`src/rtl/hazard_pkg.sv`:
```
// Shared types for the dual-issue hazard unit: state encoding, issue-slot
// payload and the per-slot readiness rule.
package hazard_pkg;

  localparam int REG_W = 5;

  typedef enum logic [1:0] {
    RUN     = 2'd0,
    SECOND  = 2'd1,
    BR_WAIT = 2'd2
  } state_e;

  typedef struct packed {
    logic             branch;
    logic             format;
    logic [6:0]       opcode;
    logic [REG_W-1:0] rg;
    logic [15:0]      operand;
  } slot_t;

  // A slot may issue when all its sources are free and, if it writes, its dest is free.
  // Branches never write, so their dest pending bit is ignored.
  function automatic logic slot_ready(input logic en, input slot_t s,
                                      input logic pend_a, input logic pend_b,
                                      input logic pend_d);
    return en && !pend_a && (s.format || !pend_b) && (s.branch || !pend_d);
  endfunction

endpackage

```
`src/rtl/hazard_scoreboard.sv`:
```
// Register pending-write scoreboard. Up to two issues set bits per cycle and
// each writeback port clears one. A set wins over a clear of the same register,
// and register 0 never becomes pending.
// Build option: HAZARD_BYPASS_EN makes a same-cycle writeback hide the pending
// bit on the read ports (forwarding); otherwise reads see only the stored bits.
module hazard_scoreboard
  import hazard_pkg::*;
#(
  parameter int NUM_REGS = 32,
  parameter int WB_PORTS = 2
) (
  input  logic                      clock_i,
  input  logic                      reset_i,
  input  logic                      set_en_i1,
  input  logic [REG_W-1:0]          set_reg_i1,
  input  logic                      set_en_i2,
  input  logic [REG_W-1:0]          set_reg_i2,
  input  logic [WB_PORTS-1:0]       wb_valid_i,
  input  logic [REG_W*WB_PORTS-1:0] wb_reg_i,
  input  logic [REG_W-1:0]          rd_a_i1,
  input  logic [REG_W-1:0]          rd_b_i1,
  input  logic [REG_W-1:0]          rd_d_i1,
  input  logic [REG_W-1:0]          rd_a_i2,
  input  logic [REG_W-1:0]          rd_b_i2,
  input  logic [REG_W-1:0]          rd_d_i2,
  output logic                      pend_a_o1,
  output logic                      pend_b_o1,
  output logic                      pend_d_o1,
  output logic                      pend_a_o2,
  output logic                      pend_b_o2,
  output logic                      pend_d_o2
);

  logic [NUM_REGS-1:0] pending_q, pending_d;
  logic [NUM_REGS-1:0] clr_v, set_v, visible;

  // Decode writeback clears and issue sets into one-hot vectors.
  always_comb begin
    clr_v = '0;
    set_v = '0;
    for (int p = 0; p < WB_PORTS; p++) begin
      if (wb_valid_i[p]) clr_v[wb_reg_i[p*REG_W +: REG_W]] = 1'b1;
    end
    if (set_en_i1) set_v[set_reg_i1] = 1'b1;
    if (set_en_i2) set_v[set_reg_i2] = 1'b1;
    pending_d    = (pending_q & ~clr_v) | set_v;
    pending_d[0] = 1'b0;
  end

`ifdef HAZARD_BYPASS_EN
  assign visible = pending_q & ~clr_v;
`else
  assign visible = pending_q;
`endif

  assign pend_a_o1 = visible[rd_a_i1];
  assign pend_b_o1 = visible[rd_b_i1];
  assign pend_d_o1 = visible[rd_d_i1];
  assign pend_a_o2 = visible[rd_a_i2];
  assign pend_b_o2 = visible[rd_b_i2];
  assign pend_d_o2 = visible[rd_d_i2];

  // Pending-bit storage.
  always_ff @(posedge clock_i) begin
    if (reset_i) pending_q <= '0;
    else         pending_q <= pending_d;
  end

endmodule

```
`src/rtl/dual_issue_hazard_unit.sv`:
```
// Dual-issue hazard unit: checks the parser's instruction pair against the
// scoreboard and each other, issues 0/1/2 per cycle and stalls the parser.
// Build option: HAZARD_BYPASS_EN (see hazard_scoreboard) forwards same-cycle writebacks.
//
//  state   | meaning
//  RUN     | evaluate the pair held by the parser
//  SECOND  | slot 1 already issued, waiting to issue slot 2
//  BR_WAIT | branch issued, no issue until branchResolved_i;
//          | if slot 2 of that pair is still held, resume in SECOND
module dual_issue_hazard_unit
  import hazard_pkg::*;
#(
  parameter int NUM_REGS = 32,
  parameter int WB_PORTS = 2
) (
  input  logic                      clock_i,
  input  logic                      reset_i,
  input  logic                      flushBack_i,
  input  logic                      enable_i1,
  input  logic                      enable_i2,
  input  logic                      isBranch_i1,
  input  logic                      isBranch_i2,
  input  logic                      format_i1,
  input  logic                      format_i2,
  input  logic [6:0]                opcode_i1,
  input  logic [6:0]                opcode_i2,
  input  logic [4:0]                reg_i1,
  input  logic [4:0]                reg_i2,
  input  logic [15:0]               operand_i1,
  input  logic [15:0]               operand_i2,
  input  logic [WB_PORTS-1:0]       wbValid_i,
  input  logic [5*WB_PORTS-1:0]     wbReg_i,
  input  logic                      branchResolved_i,
  output logic                      stall_o,
  output logic                      issue_o1,
  output logic                      issue_o2,
  output logic                      isBranch_o1,
  output logic                      isBranch_o2,
  output logic                      format_o1,
  output logic                      format_o2,
  output logic [6:0]                opcode_o1,
  output logic [6:0]                opcode_o2,
  output logic [4:0]                reg_o1,
  output logic [4:0]                reg_o2,
  output logic [15:0]               operand_o1,
  output logic [15:0]               operand_o2
);

  state_e state_q, state_d;
  logic   held2_q, held2_d;
  logic   iss1, iss2;
  logic   issue1_q, issue2_q;
  slot_t  s1, s2, pay1_q, pay2_q;
  logic   pa1, pb1, pd1, pa2, pb2, pd2;
  logic   ready1, ready2, dep;

  assign s1 = '{branch: isBranch_i1, format: format_i1, opcode: opcode_i1, rg: reg_i1, operand: operand_i1};
  assign s2 = '{branch: isBranch_i2, format: format_i2, opcode: opcode_i2, rg: reg_i2, operand: operand_i2};

  // The reg field is both dest and src A, so the A and D reads use the same index.
  hazard_scoreboard #(.NUM_REGS(NUM_REGS), .WB_PORTS(WB_PORTS)) u_sb (
    .clock_i    (clock_i),
    .reset_i    (reset_i),
    .set_en_i1  (iss1 && !isBranch_i1),
    .set_reg_i1 (reg_i1),
    .set_en_i2  (iss2 && !isBranch_i2),
    .set_reg_i2 (reg_i2),
    .wb_valid_i (wbValid_i),
    .wb_reg_i   (wbReg_i),
    .rd_a_i1    (reg_i1),
    .rd_b_i1    (operand_i1[4:0]),
    .rd_d_i1    (reg_i1),
    .rd_a_i2    (reg_i2),
    .rd_b_i2    (operand_i2[4:0]),
    .rd_d_i2    (reg_i2),
    .pend_a_o1  (pa1),
    .pend_b_o1  (pb1),
    .pend_d_o1  (pd1),
    .pend_a_o2  (pa2),
    .pend_b_o2  (pb2),
    .pend_d_o2  (pd2)
  );

  assign ready1 = slot_ready(enable_i1, s1, pa1, pb1, pd1);
  assign ready2 = slot_ready(enable_i2, s2, pa2, pb2, pd2);

  // r0 is never written, so touching it creates no pair dependency.
  assign dep = isBranch_i1 ||
               ((reg_i1 != 5'd0) &&
                ((reg_i2 == reg_i1) || (!format_i2 && (operand_i2[4:0] == reg_i1))));

  // Issue decision, stall and next state.
  always_comb begin
    state_d = state_q;
    held2_d = held2_q;
    iss1    = 1'b0;
    iss2    = 1'b0;
    stall_o = 1'b0;
    if (flushBack_i) begin
      state_d = RUN;
      held2_d = 1'b0;
    end else begin
      case (state_q)
        RUN: begin
          if (enable_i1) begin
            if (ready1) begin
              iss1 = 1'b1;
              if (enable_i2 && ready2 && !dep) begin
                iss2    = 1'b1;
                state_d = isBranch_i2 ? BR_WAIT : RUN;
              end else if (enable_i2) begin
                stall_o = 1'b1;
                if (isBranch_i1) begin
                  state_d = BR_WAIT;
                  held2_d = 1'b1;
                end else begin
                  state_d = SECOND;
                end
              end else begin
                state_d = isBranch_i1 ? BR_WAIT : RUN;
              end
            end else begin
              stall_o = 1'b1;
            end
          end else if (enable_i2) begin
            if (ready2) begin
              iss2    = 1'b1;
              state_d = isBranch_i2 ? BR_WAIT : RUN;
            end else begin
              stall_o = 1'b1;
            end
          end
        end
        SECOND: begin
          if (!enable_i2) begin
            state_d = RUN;
          end else if (ready2) begin
            iss2    = 1'b1;
            state_d = isBranch_i2 ? BR_WAIT : RUN;
          end else begin
            stall_o = 1'b1;
          end
        end
        BR_WAIT: begin
          stall_o = enable_i1 || enable_i2;
          if (branchResolved_i) begin
            state_d = held2_q ? SECOND : RUN;
            held2_d = 1'b0;
          end
        end
        default: state_d = RUN;
      endcase
    end
  end

  // State, issue strobes and payload registers.
  always_ff @(posedge clock_i) begin
    if (reset_i) begin
      state_q  <= RUN;
      held2_q  <= 1'b0;
      issue1_q <= 1'b0;
      issue2_q <= 1'b0;
      pay1_q   <= '0;
      pay2_q   <= '0;
    end else begin
      state_q  <= state_d;
      held2_q  <= held2_d;
      issue1_q <= iss1;
      issue2_q <= iss2;
      pay1_q   <= iss1 ? s1 : '0;
      pay2_q   <= iss2 ? s2 : '0;
    end
  end

  assign issue_o1    = issue1_q;
  assign issue_o2    = issue2_q;
  assign isBranch_o1 = pay1_q.branch;
  assign isBranch_o2 = pay2_q.branch;
  assign format_o1   = pay1_q.format;
  assign format_o2   = pay2_q.format;
  assign opcode_o1   = pay1_q.opcode;
  assign opcode_o2   = pay2_q.opcode;
  assign reg_o1      = pay1_q.rg;
  assign reg_o2      = pay2_q.rg;
  assign operand_o1  = pay1_q.operand;
  assign operand_o2  = pay2_q.operand;

endmodule

```
`config.mk`:
```
export PLATFORM = sky130hd
export DESIGN_NAME = dual_issue_hazard_unit
export DESIGN_NICKNAME = d
export VERILOG_FILES = /design/src/rtl/hazard_pkg.sv /design/src/rtl/hazard_scoreboard.sv /design/src/rtl/dual_issue_hazard_unit.sv
export SDC_FILE = /design/constraint.sdc
export NUM_CORES = 1
export LEC_CHECK = 0
export ABC_AREA = 1
export BUFFER_PORTS_ARGS = -buffer_cell sky130_fd_sc_hd__buf_2
export CELL_PAD_IN_SITES_DETAIL_PLACEMENT = 1
export CELL_PAD_IN_SITES_GLOBAL_PLACEMENT = 1
export CORE_UTILIZATION = 30
export DETAILED_ROUTE_END_ITERATION = 12
export PLACE_DENSITY = 0.65
export SLEW_MARGIN = 25
export SYNTH_ARGS = -nofsm -noshare
export SYNTH_HDL_FRONTEND = slang
export SYNTH_SLANG_ARGS = --single-unit
```
`constraint.sdc`:
```
create_clock -name clock_i -period 4.95 [get_ports clock_i]
set_input_delay 0.99 -clock clock_i [delete_from_list [all_inputs] [get_ports clock_i]]
set_output_delay 0.99 -clock clock_i [all_outputs]
set_load 0.005 [all_outputs]
```
==> results_dict.tcl, run 1 <==
set metrics [dict create \
    finalHoldViolations 0 \
    grt_usage_pct 23.4 \
    cp-end-kind "output port" \
    crit_type "in2out" \
    fin_skew_ns 0.0138 \
    powerDensity_nw_per_um2 254 \
    row_count 51 \
    drtPass1Iterations 5 \
    antenna_left 0 \
    maxSlewViolCount 0 \
    r2r_slack_ns 2.32 \
    grt.overflow.total 0 \
    yosysWarnings 0 \
    drt_iter0_drc 488 \
    critPathMaxFanout 32 \
    cts_tree "yes" \
    clockBufferDepth 2 \
    required_ns 3.96 \
    vias 6600 \
    routedWlPerCell_um 17.9 \
    nets 1128 \
    cts_max_level 3 \
    synth_xor_area_share_pct 0.731 \
    slew_headroom_pct 44.2 \
    initial_utilization_pct 30.7 \
    setup_viol 0 \
    cts_buffers 9 \
    ys_top_cells_by_area "dfxtp_1 32%, nand2_1 13%, nor2_1 10%" \
    die_w_um 143 \
    fill_cells 2614 \
    antenna_found_initial 0 \
    grt_pass1_wl_um 36000 \
    slowest_delay_ns 0.53 \
    ys_seq_area_share_pct 32.1 \
    dieHeight_um 143 \
    cp_cell_sequence "buf_2, inv_1, nor2_1, nand2_1, nand3_1, nand2_1, inv_1, nor2_1, nand2_1, nor2_2, nand2_1, inv_2, nand2_1, nand3_1, a21oi_1, buf_2" \
    worst_slew_pin_slew_ns 0.838 \
    setup_tns_ns 0 \
    synth-compound-area-share_pct 10.9 \
    synthMuxAreaShare_pct 0 \
    avgSynthCellArea_um2 6.42 \
    synth_edf_count 0 \
    clock_latency_ns 0.36 \
    placed_area_um2 6820 \
    antennaDiodeCount 0 \
    drcViolationCount 0 \
    port_buffers 140 \
    startpoint_type "primary input" \
    fmax_mhz 242 \
    gp_congestion 0.850 \
    drive_gt1_share_pct 24.5 \
    synth_most_common_cell "nand2_1" \
    cp-endpoint "stall_o" \
    cts_resized 0 \
    worstPathArrival_ns 3.14 \
    vias_per_cell 5.00 \
    synthTopCellsByCount "203 x nand2_1, 167 x nor2_1, 109 x inv_1" \
    period_minus_slack_ns 4.13 \
    ff2ff_path_depth 12 \
    yosysUniqueCellTypes 30 \
    critPathLaunch "reg_i1[0]" \
    grt_start_max_net_pins 35 \
    synth-simple-area-share_pct 44.0 \
    vdd_drop_max_mv 0.150 \
    io_pins 141 \
    synth_top_family_by_area "simple AND/OR/NAND/NOR gates" \
    postCtsHoldBufs 0 \
    ys_dominant_reg_cell "dfxtp_1" \
    worstHoldPathType "reg2reg" \
    wl_um 23600 \
    p_leak_nw 3.34 \
    die_area_um2 20500 \
    dp_hpwl_um 17700 \
    synth_nets 1012 \
    final_cell_area_um2 7120 \
    timing.rr.start "u_sb.pending_q[6]" \
    min_from "held2_q" \
    grt_pass1_vias 6373 \
    core_um2 19500 \
    synth_top_area_share_pct 32.1 \
    cap_violations 0 \
    syn2layout_area_growth_pct 18.8 \
    root_buffer "clkbuf_16" \
    cpMostUsedCell "nand2_1" \
    ys_ff_latch 96 \
    clock-sinks 96 \
    postCtsSetupBuffers 0 \
    ys_async_sr_fraction_pct 0 \
    yosysTopAreaCell "dfxtp_1" \
    synth.cell_area_um2 5990 \
    synthAdderAreaFrac_pct 0 \
    status "finished, final reports clean" \
    r2r-end "u_sb.pending_q[29]" \
    worst_path_max_delay_cell "nor2_1" \
    cts.clk_slew.worst_paths_ns 0.08 \
    synthCells 934 \
    timing.final.crit_share_pct 83.4 \
    rsz0062_at_grt "no" \
]
[power breakdown]
| part | switching [mW] | internal, mW | total (mW) |
|---|---|---|---|
| logic | 0.203 | 0.0831 | 0.286 |
| clock network | 0.366 | 0.363 | 0.729 |
| registers | 0.00541 | 0.785 | 0.791 |
[registers in the layout, indices dropped and copies added, names as in the netlist]
register,cells
format_o1,1
opcode_o2,7
reg_o2,5
held2_q,1
opcode_o1,7
format_o2,1
isBranch_o2,1
operand_o2,16
isBranch_o1,1
u_sb.pending_q,31
issue_o1,1
reg_o1,5
issue_o2,1
operand_o1,16
state_q,2
[layout by cell type (no fill, tap or decap), types with 11 or more instances in the layout]
master / instances
a21oi_1: 41
buf_2: 140
dfxtp_1: 96
inv_1: 109
inv_2: 11
nand2_1: 203
nand3_1: 101
nand4_1: 37
nor2_1: 167
nor2_2: 26
nor3_1: 19
o21ai_0: 15
o221a_2: 31
[logic make-up (layout without fill, tap and decap cells)]
logic type	count (synthesis)	count (layout)
flops	96	96
simple gates	577	577
buf+inv	165	286
compound gates	91	91
xor+xnor	5	5
[critical path, delay by kind of cell]
| kind | cells | cell delay [ns] |
|---|---|---|
| AND/OR/NAND/NOR | 10 | 1.17 |
| buffers and inverters | 5 | 0.84 |
| AO/OA/AOI/OAI | 1 | 0.12 |
[metal layers]
| metal | part of all wire (%) | GRT usage [%] | up-vias | wire length (um) |
|---|---|---|---|---|
| li1 | - | - | 3239 | - |
| met1 | 46 | 31.2 | 3137 | 10900 |
| met2 | 46 | 39.2 | 196 | 11000 |
| met3 | 5.7 | 3.43 | 28 | 1340 |
| met4 | 1.9 | 6.61 | 0 | 442 |
| met5 | 0 | 0 | - | 0 |
[metrics by stage]
stage	setup WS [ns]	hold WS, ns	total power, mW	cells	utilization (%)
after floorplan	1.69	0.426	0.988	934	-
after CTS	0.853	0.453	1.84	1320	36.5
after global routing	0.570	0.468	1.89	1320	36.5
after global placement	0.960	0.443	1.09	1304	34.9
final	0.822	0.449	1.81	1320	36.5
after detailed placement	0.865	0.440	1.09	1304	34.9
[how the worst min path moves through the flow]
stage          endpoint  slack (ns)  cells past startpoint
2_1_floorplan   held2_q        0.43                      2
3_3_place_gp    held2_q        0.44                      2
3_5_place_dp    held2_q        0.44                      2
4_1_cts         held2_q        0.45                      2
5_1_grt         held2_q        0.47                      2
6_report        held2_q        0.45                      2
[cell type report]
cell class	instances	area [um^2]	share of cell area, %
flip-flops and latches	96	1920	27.0
clock buffers	9	225	3.16
inverters	122	465	6.54
multi-input cells	673	3340	46.9
repair buffers	148	761	10.7
clock inverters	7	78.8	1.11
well taps	265	332	4.66
(Power assumes the default switching activity.)
==> run 2: changes to the inputs <==
--- a/config.mk
+++ b/config.mk
@@ -11,7 +11,7 @@
 export CELL_PAD_IN_SITES_GLOBAL_PLACEMENT = 1
 export CORE_UTILIZATION = 30
 export DETAILED_ROUTE_END_ITERATION = 12
-export PLACE_DENSITY = 0.65
+export PLACE_DENSITY = 0.67
 export SLEW_MARGIN = 25
 export SYNTH_ARGS = -nofsm -noshare
 export SYNTH_HDL_FRONTEND = slang
==> constraint.sdc (replaced) <==
create_clock -name clock_i -period 3.5 [get_ports clock_i]
set_input_delay 0.7 -clock clock_i [delete_from_list [all_inputs] [get_ports clock_i]]
set_output_delay 0.7 -clock clock_i [all_outputs]
set_load 0.005 [all_outputs]
==> run 2 against run 1 <==
Net effect:
- cell count rose by 0.76%
- global-route usage up 0.47 points
- wire length up 2.2%
- sequential cell count did not move
- worst setup slack worse by 0.55 ns
- die area stayed put
- sequential power is 42% higher
- critical path depth rose by 1
- cell area increased by 1.4%
- largest power group unchanged
- highest routed layer unchanged
==> results_dict.tcl, run 2 (synthesized netlist as in run 1, its figures left out) <==
set metrics [dict create \
    antenna_left 0 \
    required_ns 2.80 \
    combPwrFrac_pct 16.4 \
    cts_tree "yes" \
    met2_usage_pct 39.1 \
    core_um2 19500 \
    sw_frac_of_total_pct 32.2 \
    cts.clk_slew.worst_paths_ns 0.08 \
    period_minus_slack_ns 3.23 \
    final_common_cell "nand2_1" \
    wl_um 24200 \
    row_count 51 \
    fin_skew_ns 0.0143 \
    cpMostUsedCell "nand2_1" \
    cp-end-kind "output port" \
    timing.final.crit_share_pct 92.2 \
    setup_slack_ns 0.272 \
    finalPower_mw 2.58 \
    fmax_mhz 310 \
    worst_slew_pin_slew_ns 0.648 \
    largest_reg_flops 31 \
    syn2layout_area_growth_pct 20.4 \
    grt_start_max_net_pins 33 \
    dp_hpwl_um 17900 \
    postCtsSetupBuffers 0 \
    drive_gt1_share_pct 25.3 \
    grt_usage_pct 23.9 \
    timing.rr.start "u_sb.pending_q[1]" \
    antenna_found_initial 0 \
    dieHeight_um 143 \
    die_area_um2 20500 \
    drcViolationCount 0 \
    powerDensity_nw_per_um2 358 \
    critPathMaxFanout 12 \
    grt.overflow.total 0 \
    maxSlewViolCount 0 \
    p_switching_mw 0.831 \
    routedWlPerCell_um 18.2 \
    grt_pass1_vias 6538 \
    nets 1138 \
    min_to "held2_q" \
    grt_pass1_wl_um 36900 \
    io_pins 141 \
    regMostFlops "u_sb.pending_q" \
    grtUsageMet3_pct 3.53 \
    startpoint_type "primary input" \
    slowest_delay_ns 0.25 \
    port_buffers 140 \
    finalHoldViolations 0 \
    status "finished, final reports clean" \
    clockBufferDepth 2 \
    p_int_mw 1.75 \
    setup_viol 0 \
    seq_power_share_pct 43.3 \
    vias_per_cell 5.15 \
    worst_path_max_delay_cell "buf_2" \
    cap_violations 0 \
    vias 6851 \
    drtPass1Iterations 5 \
    slew_headroom_pct 56.8 \
    initial_utilization_pct 30.7 \
    fill_cells 2619 \
    pre_cts_slack_ns 0.241 \
    ff2ff_path_depth 13 \
    r2r-end "isBranch_o2" \
    vdd_drop_max_mv 0.193 \
    worstHoldPathType "reg2reg" \
    root_buffer "clkbuf_16" \
    clock_latency_ns 0.37 \
    cts_buffers 9 \
    rsz0062_at_grt "no" \
    cp_num_buf_inv 4 \
    p_clk_share_pct 40.3 \
    grt_busiest_layer "met2" \
    antennaDiodeCount 0 \
    clock-sinks 96 \
    drt_iter0_drc 471 \
    worstPathArrival_ns 2.53 \
    gp_congestion 0.885 \
    cp_cell_sequence "buf_2, inv_2, nand2_4, nor2_1, nor2_1, nand2_1, nand2_1, nand2_1, inv_2, nand2_2, nor2_8, nand3_1, nand2_1, nand2_1, nand3_1, a21oi_1, buf_2" \
    cts_max_level 3 \
    min_from "held2_q" \
    crit_type "in2out" \
    final_cell_mix "203 x nand2_1, 167 x nor2_1, 140 x buf_2" \
    grt_util_met1_pct 31.8 \
    r2r_slack_ns 1.03 \
    critical_path.top_delay_family "simple AND/OR/NAND/NOR gates" \
    p_leak_nw 3.40 \
    min_path_cells 2 \
    post-route-util_pct 37.0 \
    setup_tns_ns 0 \
    die_w_um 143 \
]
[run 2: timing repair]
item | 4_1_cts | 5_1_grt
resized for setup | 0 | 2
endpoints found under the setup margin | 0 | 1
hold buffers | 0 | 0
endpoints found under the hold margin | 0 | 0
[run 2: worst reg2reg max path, delay by kind of cell, from the launching register on]
| family | cells | cell delay, ns |
|---|---|---|
| simple gates | 12 | 1.23 |
| flops | 1 | 0.64 |
| buf+inv | 1 | 0.47 |
[run 2: final cells by class]
type                    count  area, um^2  area share (%)
multi-input cells         673        3350            46.4
flip-flops and latches     96        1920            26.6
repair buffers            158         848            11.8
inverters                 122         465            6.45
well taps                 265         332            4.59
clock buffers               9         225            3.12
clock inverters             7        78.8            1.09
[run 2: stage by stage]
stage               hold WS [ns]  instances  cell area [um^2]
floorplan                  0.426        934              5990
global placement           0.445       1314              6900
detailed placement         0.446       1314              6900
CTS                        0.458       1330              7210
global route               0.473       1330              7220
finish                     0.455       1330              7220
[run 2: per-layer routing]
layer  vias to the layer above  share of wire, %  routed length, um
met5                         -                 0                  0
met4                         0               2.3                551
met3                        37               5.4               1310
met2                       239                46              11200
met1                      3314                46              11100
li1                       3261                 -                  -
[run 2: power by group through the flow]
stage / registers (mW) / clock network [mW] / logic [mW]
global route: 1.12 / 1.12 / 0.462
CTS: 1.12 / 1.07 / 0.419
detailed placement: 1.14 / 0 / 0.417
floorplan: 1.15 / 0 / 0.252
global placement: 1.14 / 0 / 0.414
finish: 1.12 / 1.04 / 0.422
[run 2: worst max path at each step]
| stage | slack (ns) | endpoint | start | cells after the start |
|---|---|---|---|---|
| after global routing | 0.03 | stall_o | operand_i2[0] | 14 |
| final | 0.27 | stall_o | reg_i2[0] | 17 |
| after detailed placement | 0.24 | stall_o | reg_i2[0] | 17 |
| after floorplan | 0.82 | stall_o | reg_i1[3] | 13 |
| after global placement | 0.25 | stall_o | reg_i2[0] | 17 |
| after CTS | 0.21 | stall_o | reg_i2[0] | 17 |
